`config.mk`:
```
export PLATFORM = sky130hd
export DESIGN_NAME = vibrato_controller
export DESIGN_NICKNAME = d
export VERILOG_FILES = /design/src/rtl/vibrato_controller.sv
export SDC_FILE = /design/constraint.sdc
export NUM_CORES = 1
export LEC_CHECK = 0
export CAP_MARGIN = 30
export CORE_ASPECT_RATIO = 0.6
export CORE_MARGIN = 4
export CORE_UTILIZATION = 35
export DETAILED_ROUTE_END_ITERATION = 6
export DONT_BUFFER_PORTS = 1
export PLACE_DENSITY = 0.57
export RECOVER_POWER = 50
export SKIP_CTS_REPAIR_TIMING = 1
export SLEW_MARGIN = 20
export SYNTH_ARGS = -nofsm -noshare
export SYNTH_HDL_FRONTEND = slang
export SYNTH_SLANG_ARGS = --single-unit
```
`constraint.sdc`:
```
create_clock -name clk -period 8.49 [get_ports clk]
set_clock_uncertainty 0.1 [all_clocks]
set_input_delay 2.547 -clock clk [delete_from_list [all_inputs] [get_ports clk]]
set_output_delay 2.547 -clock clk [all_outputs]
set_load 0.05 [all_outputs]
```
`src/rtl/vibrato_controller.sv`:
```
// Vibrato LFO controller: triangle LFO scaled by depth, slew-limited delay tap, enable ramps.
// Latency: read_shift/shift_valid update on the clk edge after a sample_tick cycle (1 clk).
// Backpressure: single pending config slot; cfg_ready low while full, freed only by sample_tick.
module vibrato_controller #(
  parameter int SHIFT_WIDTH = 7,
  parameter int PHASE_WIDTH = 24
) (
  input  logic                   clk,
  input  logic                   rst_n,
  input  logic                   sample_tick,
  input  logic                   cfg_valid,
  output logic                   cfg_ready,
  input  logic [PHASE_WIDTH-1:0] cfg_rate,
  input  logic [3:0]             cfg_depth,
  input  logic                   cfg_enable,
  output logic [SHIFT_WIDTH-1:0] read_shift,
  output logic                   shift_valid,
  output logic                   busy,
  output logic [1:0]             state
);

  typedef enum logic [1:0] {
    ST_IDLE      = 2'd0,
    ST_RAMP_UP   = 2'd1,
    ST_RUN       = 2'd2,
    ST_RAMP_DOWN = 2'd3
  } state_e;

  state_e                 state_q, state_d;
  logic [PHASE_WIDTH-1:0] phase_q, phase_d;
  logic [SHIFT_WIDTH-1:0] shift_q, shift_d;
  logic                   shift_vld_q, shift_vld_d;

  // Pending config slot, filled by the handshake and drained only by a tick
  logic                   pend_vld_q, pend_vld_d;
  logic [PHASE_WIDTH-1:0] pend_rate_q, pend_rate_d;
  logic [3:0]             pend_depth_q, pend_depth_d;
  logic                   pend_en_q, pend_en_d;

  // Active configuration used by the LFO
  logic [PHASE_WIDTH-1:0] rate_q, rate_d;
  logic [3:0]             depth_q, depth_d;
  logic                   en_q, en_d;

  logic                   accept;
  logic                   apply_en;
  logic                   apply_dis;
  logic [6:0]             tri_val;
  logic [10:0]            prod;
  logic [SHIFT_WIDTH-1:0] target;

  assign accept    = cfg_valid & ~pend_vld_q;
  // Only an actual change of enable moves the state machine
  assign apply_en  = pend_vld_q & pend_en_q & ~en_q;
  assign apply_dis = pend_vld_q & ~pend_en_q & en_q;

  // Triangle from the pre-add phase: rising in the lower half, folded in the upper half
  assign tri_val = phase_q[PHASE_WIDTH-1] ? ~phase_q[PHASE_WIDTH-2 -: 7]
                                          :  phase_q[PHASE_WIDTH-2 -: 7];
  assign prod    = 11'(tri_val) * 11'(depth_q);
  assign target  = (state_q == ST_RAMP_DOWN) ? '0 : SHIFT_WIDTH'(prod[10:4]);

  // Next-state: step with pre-tick regs, then apply pending config, then transition
  always_comb begin
    state_d      = state_q;
    phase_d      = phase_q;
    shift_d      = shift_q;
    shift_vld_d  = 1'b0;
    pend_vld_d   = pend_vld_q;
    pend_rate_d  = pend_rate_q;
    pend_depth_d = pend_depth_q;
    pend_en_d    = pend_en_q;
    rate_d       = rate_q;
    depth_d      = depth_q;
    en_d         = en_q;

    if (sample_tick) begin
      if (state_q != ST_IDLE) begin
        if (target > shift_q) begin
          shift_d = shift_q + SHIFT_WIDTH'(1);
        end else if (target < shift_q) begin
          shift_d = shift_q - SHIFT_WIDTH'(1);
        end
        phase_d = phase_q + rate_q;
      end

      if (pend_vld_q) begin
        rate_d     = pend_rate_q;
        depth_d    = pend_depth_q;
        en_d       = pend_en_q;
        pend_vld_d = 1'b0;
      end

      case (state_q)
        ST_IDLE: begin
          if (apply_en) state_d = ST_RAMP_UP;
        end
        ST_RAMP_UP: begin
          if (apply_dis)              state_d = ST_RAMP_DOWN;
          else if (shift_d == target) state_d = ST_RUN;
        end
        ST_RUN: begin
          if (apply_dis) state_d = ST_RAMP_DOWN;
        end
        ST_RAMP_DOWN: begin
          // Re-enable wins over landing on zero
          if (apply_en) begin
            state_d = ST_RAMP_UP;
          end else if (shift_d == '0) begin
            state_d = ST_IDLE;
            phase_d = '0;
          end
        end
        default: state_d = ST_IDLE;
      endcase

      // Pulse covers the enabling tick and the final step down to zero
      shift_vld_d = (state_q != ST_IDLE) || (state_d != ST_IDLE);
    end

    // A config offered alongside a tick lands in the slot after that tick
    if (accept) begin
      pend_vld_d   = 1'b1;
      pend_rate_d  = cfg_rate;
      pend_depth_d = cfg_depth;
      pend_en_d    = cfg_enable;
    end
  end

  // State registers with asynchronous clear
  always_ff @(posedge clk or negedge rst_n) begin
    if (!rst_n) begin
      state_q      <= ST_IDLE;
      phase_q      <= '0;
      shift_q      <= '0;
      shift_vld_q  <= 1'b0;
      pend_vld_q   <= 1'b0;
      pend_rate_q  <= '0;
      pend_depth_q <= '0;
      pend_en_q    <= 1'b0;
      rate_q       <= '0;
      depth_q      <= '0;
      en_q         <= 1'b0;
    end else begin
      state_q      <= state_d;
      phase_q      <= phase_d;
      shift_q      <= shift_d;
      shift_vld_q  <= shift_vld_d;
      pend_vld_q   <= pend_vld_d;
      pend_rate_q  <= pend_rate_d;
      pend_depth_q <= pend_depth_d;
      pend_en_q    <= pend_en_d;
      rate_q       <= rate_d;
      depth_q      <= depth_d;
      en_q         <= en_d;
    end
  end

  assign cfg_ready   = ~pend_vld_q;
  assign read_shift  = shift_q;
  assign shift_valid = shift_vld_q;
  assign busy        = (state_q != ST_IDLE);
  assign state       = state_q;

endmodule
```
==> impl_metrics.yaml <==
outcome:
  outcome: "finished with violations"
  violations: "capacitance limit, slew limit"
detailed_routing:
  drc_errors: 0
  drtIter0Drc: 493
  firstDrtPassIters: 5
  wl_per_cell_um: 17.36
  wl_um: 14930
  vias: 4718
  via_per_inst: 5.486
  ant_nets: 0
timing:
  rsz0062_at_grt: "false"
  finalCriticalPeriod_ns: 6.910
  finalCritPeriodShare_pct: 81.39
  fin_setup_tns_ns: 0
  setup_viol: 0
  max_freq_mhz: 144.7
  slew_headroom_pct: -33.13
  hold_viol_final: 0
  drv_slew: 30
  tightest_slew_ns: 1.997
critical_path:
  slowest_stage: "dfrtp_1"
  cp_num_buf_inv: 4
  critPathMaxStageDelay_ns: 0.66
  start_kind: "flop"
  cp_common_cell: "inv_1"
  crit_fanout: 20
  critPathCaptureType: "flop"
  worstPathArrival_ns: 7.05
  cp_cell_sequence: "xor2_1 > and2_1 > fa_1 > inv_1 > fa_1 > inv_1 > ha_1 > nand2_1 > o41ai_2 > a211oi_1 > o21bai_1 > mux2i_1 > inv_1 > ha_1 > nand4_1 > a21oi_2 > o21ai_0 > o221a_4 > or3_4 > nor4_2 > buf_4 > nor4b_1 > a311o_1"
  path_class: "flop to flop"
  crit_family: "compound AO/OA/AOI/OAI gates"
  required_ns: 8.63
cells_and_area:
  drive_above_1_share_pct: 15.81
  diodes: 0
  final_cells: 860
  post-route-cell-area_mm2: 0.006813
  area_growth_pct: 8.293
  nets: 709
  fill_cells: 1690
  final_common_cell: "dfrtp_1"
  final_cell_mix: "dfrtp_1, nand2_1, mux2_2"
synth:
  synth_cell_types: 73
  ys_seq_elements: 93
  yosys_warnings: 0
  synthArstFlopShare_pct: 100.0
  synth-edff-count: 0
  seq_area_frac_synth_pct: 36.99
  syn_area_mm2: 0.006291
  synth_nets: 714
  syn_inst: 626
  syn_area_per_cell_um2: 10.05
  synth-main-ff-cell: "dfrtp_1"
die:
  die_height_um: 111.9
  pin_count: 45
  dieArea_mm2: 0.02025
  core-area_mm2: 0.01736
  start_util_pct: 36.24
  die_w_um: 181.1
  num_rows: 37
clock_tree:
  root_buffer: "clkbuf_16"
  clock-sinks: 93
  cts.path.max_buffers: 2
  cts_tree: "done"
  clock_latency_ns: 0.35
  htreeDepth: 3
  cts_buffers: 9
  path_clk_slew_ns: 0.07
global_route:
  gr-usage-met2_pct: 21.17
  grt_pass1_wl_um: 24390
  use_met1_pct: 22.50
  gr-usage-met3_pct: 3.395
  busiest_layer: "met1"
  grt_usage_pct: 14.78
  grt_max_degree: 94
  grt_pass1_vias: 4684
  antenna_found_initial: 0
  overflow: 0
placed_design:
  hpwl_um: 10830
  dpl_cell_area_mm2: 0.006529
  place.gp.congestion: 0.8574
  io_buffers: 0
  placed_cells: 844
flow_run:
  cap_violations: 1
min_path:
  hold_path.class: "flop to flop"
-- final cells by class --
cell class / instances / area [µm²] / area share, %
timing repair buffer: 5 / 33.78 / 0.4959
sequential: 93 / 2327 / 34.16
clock inverter: 7 / 62.56 / 0.9183
tap: 234 / 292.8 / 4.298
clock buffer: 9 / 225.2 / 3.306
multi-input combinational: 476 / 3736 / 54.84
inverter: 36 / 135.1 / 1.983
-- cells in the mapped netlist (all sizes together), types with 2 or more instances --
master | instances | area [µm²]
o221a | 2 | 31.28
or3 | 4 | 30.03
o41ai | 5 | 73.82
mux2 | 58 | 653.1
a22o | 4 | 35.03
a211oi | 12 | 95.09
a21o | 8 | 61.31
xor2 | 16 | 140.1
a31oi | 7 | 43.79
nand2b | 3 | 26.27
nand4 | 6 | 37.54
buf | 9 | 55.05
nor4 | 3 | 25.02
o2111ai | 7 | 61.31
o22ai | 2 | 12.51
a21oi | 27 | 138.9
nand2 | 64 | 240.2
a21boi | 3 | 22.52
nor2 | 27 | 103.9
or2 | 4 | 25.03
xnor2 | 21 | 183.9
or4 | 4 | 37.53
and2 | 22 | 137.6
o21ai | 20 | 100.1
o21a | 5 | 37.54
inv | 35 | 131.4
ha | 45 | 563.0
a211o | 3 | 26.28
nand3b | 4 | 30.03
fa | 10 | 200.2
nor3 | 14 | 70.07
clkbuf | 12 | 45.04
nand3 | 17 | 85.08
o31ai | 18 | 135.1
nor2b | 5 | 31.28
and3 | 6 | 37.54
dfrtp | 93 | 2327
-- stage by stage --
stage,hold WS (ns),util (%),setup WS (ns)
2_1_floorplan,0.3551,-,2.247
3_3_place_gp,0.3708,37.61,1.908
3_5_place_dp,0.3696,37.61,1.663
4_1_cts,0.3908,39.26,1.624
5_1_grt,0.4185,39.24,1.098
6_report,0.3928,39.24,1.580
-- logic make-up after synthesis --
group / count (synthesis) / share of synthesized area [%]
simple gates: 189 / 15.43
compound gates: 135 / 15.65
flops: 93 / 36.99
mux: 59 / 10.54
buf+inv: 57 / 3.739
fa+ha+maj: 55 / 12.13
xor+xnor: 38 / 5.509
-- worst reg2reg max path, cell delays in order (launching register included) --
cell	delay (ns)
dfrtp_1	0.66
xor2_1	0.22
and2_1	0.23
fa_1	0.51
inv_1	0.07
fa_1	0.53
inv_1	0.05
ha_1	0.32
nand2_1	0.08
o41ai_2	0.40
a211oi_1	0.20
o21bai_1	0.20
mux2i_1	0.32
inv_1	0.08
ha_1	0.30
nand4_1	0.18
a21oi_2	0.41
o21ai_0	0.32
o221a_4	0.35
or3_4	0.40
nor4_2	0.14
buf_4	0.32
nor4b_1	0.09
a311o_1	0.33
-- registers in the layout, summed over array words and instances, names as in the netlist --
name,count
rate_q,24
en_q,1
pend_depth_q,4
pend_vld_q,1
pend_en_q,1
pend_rate_q,24
depth_q,4
shift_valid,1
phase_q,24
state,2
read_shift,7
-- layer usage --
layer / part of all wire, % / vias up
li1: - / 2258
met1: 52 / 2317
met2: 42 / 128
met3: 5.1 / 15
met4: 1.2 / 0
met5: 0 / -
-- path summary, 6_finish.rpt --
| path | from | endpoint | slack [ns] | cells past startpoint |
|---|---|---|---|---|
| worst min register to register | phase_q[10] | phase_q[10] | 0.39 | 2 |
| max in group asynchronous | rst_n | rate_q[22] | 6.33 | 0 |
| worst max register to register | phase_q[23] | phase_q[23] | 1.58 | 23 |
| worst max-delay path | phase_q[23] | phase_q[23] | 1.58 | 23 |
| worst min-delay path | phase_q[10] | phase_q[10] | 0.39 | 2 |
| min in group asynchronous | rst_n | read_shift[1] | 1.79 | 0 |
Power is not shown: default switching activity piles up to over one toggle a cycle in this logic, so the estimate is an artifact.
